[src/rtl/free_list.sv]
// Physical-register free list: circular FIFO of free tags fed by ROB retire and drained by
// rename, with a single head-pointer checkpoint for rollback on branch mispredict.
module free_list #(
    parameter int unsigned NUM_PREGS = 128,
    parameter int unsigned NUM_ARCH  = 32,
    parameter int unsigned PREG_W    = 7
) (
    input  logic              clk,
    input  logic              reset,
    input  logic              alloc_req,
    output logic [PREG_W-1:0] alloc_preg,
    output logic              alloc_valid,
    input  logic              write_en,
    input  logic [PREG_W-1:0] rob_data_in,
    input  logic              checkpoint_save,
    input  logic              mispredict,
    output logic [PREG_W:0]   free_count,
    output logic              overflow
);

    localparam int unsigned PTR_W = PREG_W + 1;
    localparam int unsigned NUM_FREE_INIT = NUM_PREGS - NUM_ARCH;
    localparam logic [PTR_W-1:0] INIT_TAIL  = PTR_W'(NUM_FREE_INIT);
    localparam logic [PTR_W-1:0] FULL_COUNT = PTR_W'(NUM_PREGS);

    logic [PREG_W-1:0] mem_q [NUM_PREGS];

    logic [PTR_W-1:0] head_q, head_d;
    logic [PTR_W-1:0] tail_q, tail_d;
    logic [PTR_W-1:0] saved_head_q, saved_head_d;
    logic [PTR_W-1:0] head_after_pop;
    logic             overflow_q, overflow_d;

    logic do_pop;
    logic push_req;
    logic do_push;
    logic full;

    always_comb begin
        free_count  = tail_q - head_q;
        alloc_valid = (free_count != '0);
        alloc_preg  = mem_q[head_q[PREG_W-1:0]];
        overflow    = overflow_q;
    end

    always_comb begin
        full     = (free_count == FULL_COUNT);
        do_pop   = alloc_req && alloc_valid && !mispredict;
        push_req = write_en && (rob_data_in != '0);
        do_push  = push_req && !full;

        head_after_pop = do_pop ? head_q + PTR_W'(1) : head_q;

        // Rollback wins over any same-cycle pop; a retiring push is older than the branch.
        head_d       = mispredict ? saved_head_q : head_after_pop;
        saved_head_d = (checkpoint_save && !mispredict) ? head_after_pop : saved_head_q;
        tail_d       = do_push ? tail_q + PTR_W'(1) : tail_q;
        overflow_d   = overflow_q || (push_req && full);
    end

    always_ff @(posedge clk or posedge reset) begin
        if (reset) begin
            head_q       <= '0;
            tail_q       <= INIT_TAIL;
            saved_head_q <= '0;
            overflow_q   <= 1'b0;
        end else begin
            head_q       <= head_d;
            tail_q       <= tail_d;
            saved_head_q <= saved_head_d;
            overflow_q   <= overflow_d;
        end
    end

    // Architectural tags p0..p(NUM_ARCH-1) are mapped at reset, so only the rest start free.
    always_ff @(posedge clk or posedge reset) begin
        if (reset) begin
            for (int unsigned i = 0; i < NUM_PREGS; i++) begin
                mem_q[i] <= (i < NUM_FREE_INIT) ? PREG_W'(NUM_ARCH + i) : '0;
            end
        end else if (do_push) begin
            mem_q[tail_q[PREG_W-1:0]] <= rob_data_in;
        end
    end

endmodule

[config.mk]
export PLATFORM = sky130hd
export DESIGN_NAME = free_list
export DESIGN_NICKNAME = d
export VERILOG_FILES = /design/src/rtl/free_list.sv
export SDC_FILE = /design/constraint.sdc
export NUM_CORES = 2
export LEC_CHECK = 0
export CAP_MARGIN = 20
export CORE_MARGIN = 2
export CORE_UTILIZATION = 58
export CTS_BUF_LIST = sky130_fd_sc_hd__clkbuf_8 sky130_fd_sc_hd__clkbuf_16
export CTS_CLUSTER_SIZE = 20
export DETAILED_ROUTE_END_ITERATION = 10
export PLACE_DENSITY = 0.77
export SYNTH_ARGS = -nofsm -noshare
export SYNTH_HDL_FRONTEND = slang
export SYNTH_SLANG_ARGS = --single-unit
[constraint.sdc]
create_clock -name clk -period 28.1 [get_ports clk]
set_input_delay 4.215 -clock clk [delete_from_list [all_inputs] [get_ports clk]]
set_output_delay 4.215 -clock clk [all_outputs]
set_load 0.05 [all_outputs]
## Word level (Yosys, flattened, before mapping)

Cells that the tools add are included.
W data, S select, Z words.

| cells by class | value |
|---|---|
| add/sub/neg operators | 3 |
| magnitude comparators | 3 |
| eq/ne operators | 1 |
| muxes and demuxes | 8 |
| bitwise logic cells | 2 |
| reductions and logical operators | 12 |

Operator list:

| operator | number |
|---|---|
| $bwmux W896 | 1 |
| $bmux W7 S7 | 1 |
| $demux W7 S7 | 1 |
| $mux W7 | 3 |
| $add A8 B1 Y8 const B | 2 |
| $ge A8 B8 Y1 const B | 2 |
| $mux W8 | 2 |
| $not A7 Y8 | 2 |
| $eq A8 B8 Y1 const B | 1 |
| $lt A8 B1 Y1 const B | 1 |
| $reduce_bool A8 Y1 | 1 |
| $sub A8 B8 Y8 | 1 |
| $logic_and A1 B1 Y1 | 7 |
| $reduce_bool A7 Y1 | 1 |
| $logic_not A1 Y1 | 2 |
| $logic_or A1 B1 Y1 | 1 |

| word-level totals | value |
|---|---|
| register bits | 921 |
| input bits | 13 |
| output and inout bits | 17 |
| word-level logic and storage cells | 161 |

## Longest topological paths before layout

| depth | value |
|---|---|
| word-level depth | 6 |
| gate-level depth with buffers | 16 |
| depth with buffers taken out | 10 |

## Least setup slack after synthesis

OpenSTA, ideal clock, no wires.

| timing path | value |
|---|---|
| path kind | register -> output |
| from | register head_q[0] |
| to | output alloc_preg[0] |
| arrival | 3422 ps |
| slack | 20463 ps |
| cell stages (with the launch flop) | 12 |
| cells stage by stage | dfrtp_1 -> clkbuf_1 -> buf_2 -> buf_2 -> clkbuf_1 -> buf_1 -> mux2i_1 -> a21oi_1 -> a31oi_1 -> o21ai_0 -> o22ai_1 -> o21ai_0 |

| between the ends | value |
|---|---|
| word-level cells in the longest chain between the ends | 4 |

Ends and longest elaborated chain:

| element | RTL line | source |
|---|---|---|
| start, declared | 28 | `logic [PTR_W-1:0] head_q, head_d;` |
| start signal, assigned | 63 | `head_q <= '0;` |
| start signal, assigned | 68 | `head_q <= head_d;` |
| $not A7 Y8 (implied by the code) | 42 | `alloc_preg = mem_q[head_q[PREG_W-1:0]];` |
| $bmux W7 S7 | 42 |  |
| $mux W7 (implied by the code) (2 in series) | 42 |  |
| end, declared | 11 | `output logic [PREG_W-1:0] alloc_preg,` |

No other way between the ends. The select of a mux whose other input is x is not followed.

## Worst setup path in the final report

| timing path | value |
|---|---|
| from | register head_q[0] |
| to | output alloc_preg[5] |

Same word-level chain as after synthesis.

==> impl_results.md <==
- Status: finished, final reports clean
- Reg2reg end: mem_q[870]
- Clk pwr share: 21.8%
- Final setup TNS: 0 ps
- Die Ht: 282 um
- Switching share of power: 34.6%
- Final Non-Filler Cells: 4,040
- Final-report hold violation count: 0
- Int Pwr: 4.03 mW
- Fmax achieved: 87.5 MHz
- Post-synthesis async set-or-reset flop share: 100%
- Critical-path top delay cell: buf_4
- Ratio of final minimum period to clock period: 40.7%
- Seq/Total Area, Yosys: 52.3%
- GPL Wtd Cong: 0.830
- Number of post-CTS setup repair buffers: 0
- Syn Std Cell Area: 0.0450 mm^2
- Synthesis-to-finish area growth: 9.83%
- Clk pin slew, worst setup/hold paths: 60 ps
- Final Cell Area: 0.0494 mm^2
- RSZ-0062 raised after global routing: false
- Worst-Margin Slew: 1240 ps
- Pwr Density: 125 mW/mm^2
- Starting density of the core: 58.3%
- Initial antenna violation count: 1
- Ports: 30
- CTS sink cnt: 921
- Routed wire length: 110,000 um
- Startpoint types: flip-flop
- CP Class: reg2out
- Worst vdd ir: 92.5 uV
- Largest net degree at the start of global routing: 194
- Hold Crit Endpoint: mem_q[488]
- Max-Slew Margin vs Limit: 17.3%
- Routed len/inst: 27.3 um
- ANT nets after route: 0
- Endpoints failing setup: 0
- Number of flops mapped to enable cells by yosys: 0
- Net Count, Synth: 3,000
- Syn Area/Cell: 15.1 um^2
- Max-slew violation count: 0
- Power share of the sequential group: 39.6%
- Layout cells sized above 1: 59.5%
- Comb power frac: 38.6%
- Vias per cell: 6.42
- TritonRoute pass-1 iters: 5
- Fin nets: 2,941
- CTS max path bufs: 3
- Crit-path max FO: 55
- Starting DRT DRC Count: 1,862
- Placed cell count: 3,862
- Die Wd: 282 um
- Clock latency on the worst-skew pair: 680 ps
- HP Start: mem_q[488]
- Post-cts sizing count: 0
- Lkg Pwr: 20.6 nW
- CP required: 23,890 ps
- CP Cell Sequence: buf_4, buf_4, buf_4, buf_4, mux4_2, nand2_1, and3_1, a211oi_1, o22ai_1, o21ai_0, clkdlybuf4s50_1
- DRC Markers: 0
- Reg2reg path depth: 13
- Die area: 0.0797 mm^2
- Max incr delay on CP: 910 ps
- Worst Setup End Kind: primary output
- Most frequently used flop master after synthesis: dfrtp_1
- Skew final: 27.2 ps
- Total GRT Usage: 28.6%
- Via count: 25,900
- Yosys top cell area share: 30.7%
- HPWL Detailed: 68,800 um
- Cell Rows: 102
- HP Class: reg2reg
- Critical path's most frequent cell: buf_4
- Diode count: 0
- Core Region: 0.0771 mm^2
- Vias in the first global route: 28,000
- Post-synth top area cell: dfrtp_1
- Hold depth: 1
- Yosys reg bits: 921
- Period minus WS final: 11,430 ps
- Switching power: 2.13 mW
- CTS tree: done
- Mapped Cells: 2,977
- Top-count cell post-synth: mux2_2
- Commonest cells post-synth: mux2_2, dfrtp_1, dfstp_2, mux2i_1, mux4_2
- First-pass GRT wire length: 173,000 um
- R2R Setup Slk: 21,430 ps
- Area post-placement: 0.0460 mm^2
- Max-cap violation count: 0
- Main area contributors after synthesis: dfrtp_1, dfstp_2, mux2_2
- H-tree Lvls: 3
- Yosys cell types: 57
- Yosys warning count: 0
- Root buffer cell: clkbuf_16
- Worst R2R Start: head_q[3]
- GR Overflow Total: 0
- Inserted Clock Buffers: 94
- Port bufs: 29
- Critical Path AT: 7220 ps
- # hold bufs at CTS: 0
==> how the worst max path moves through the flow <==
stage	startpoint	end	slack (ps)	cells past startpoint
2_1_floorplan	reset	head_q[0]	11510	1
3_3_place_gp	head_q[0]	alloc_preg[5]	17390	11
3_5_place_dp	head_q[0]	alloc_preg[5]	17290	11
4_1_cts	head_q[0]	alloc_preg[5]	16580	11
5_1_grt	head_q[0]	alloc_preg[5]	16330	11
6_report	head_q[0]	alloc_preg[5]	16670	11
==> power by group through the flow <==
stage          sequential, mW  combinational, mW  clock [mW]
4_1_cts                  2.43               2.38        1.36
5_1_grt                  2.51               2.52        1.42
3_3_place_gp             2.39               2.30           0
6_report                 2.44               2.37        1.34
2_1_floorplan            2.29               1.82           0
3_5_place_dp             2.45               2.37           0
==> critical path, delay by kind of cell, from the launching register on <==
family,cells,cell delay (ps)
buf+inv,5,3980
mux,1,320
flops,1,780
compound gates,3,1050
simple gates,2,270
==> cell families (layout without fill, tap and decap cells) <==
kind of cell	Yosys count	after routing	share of synthesized area, %
mux	1249	1249	36.2
flops	921	921	52.3
simple gates	341	341	5.74
buf+inv	249	272	2.31
compound gates	190	190	2.84
xor+xnor	17	17	0.331
fa+ha+maj	10	10	0.295
==> per-layer routing <==
layer | up-vias | track usage, % | routed length [um]
li1 | 10900 | - | -
met1 | 14100 | 39.0 | 46500
met2 | 716 | 46.3 | 53800
met3 | 219 | 4.89 | 5900
met4 | 0 | 10.5 | 4100
met5 | - | 0 | 0
==> cells in the final DEF (no fill, tap or decap), types with 18 or more instances in the layout <==
| cell type | synthesis | routed |
|---|---|---|
| dfrtp_1 | 551 | 548 |
| a22oi_1 | 30 | 30 |
| a31oi_1 | 27 | 27 |
| clkdlybuf4s50_1 | 0 | 22 |
| mux2_4 | 147 | 147 |
| mux4_2 | 166 | 166 |
| clkinv_2 | 0 | 24 |
| mux2_2 | 744 | 744 |
| nor3_4 | 51 | 51 |
| buf_4 | 0 | 49 |
| a21oi_1 | 32 | 32 |
| nand2_1 | 128 | 128 |
| mux2_1 | 18 | 18 |
| o21ai_0 | 39 | 39 |
| mux2i_1 | 174 | 174 |
| clkbuf_8 | 0 | 22 |
| dfstp_2 | 370 | 370 |
| a211oi_1 | 28 | 28 |
| inv_1 | 16 | 30 |
| nor3_2 | 75 | 75 |
| clkbuf_16 | 0 | 97 |
| and3_1 | 30 | 30 |
==> per-stage QoR <==
stage               hold WS, ps  setup WS (ps)  power, mW  util [%]
finish                      498          16670       6.15      64.1
global route                514          16330       6.44      64.1
CTS                         500          16580       6.17      64.1
detailed placement          483          17290       4.81      59.7
global placement            466          17390       4.69      59.7
floorplan                   457          11510       4.11         -
==> flip-flops by register name, summed over array words and instances (netlist names) <==
signal and count:
head_q 8, mem_q 896, overflow 1, saved_head_q 8, tail_q 8
==> final cells by class <==
cell class	count	area, um^2
fill	5483	27700
sequential	921	23500
multi-input combinational	1807	20400
clock buffer	119	2730
tap	1040	1300
timing repair buffer	74	648
clock inverter	59	646
inverter	20	78.8
Note: power is estimated with default switching activity, not from simulation.
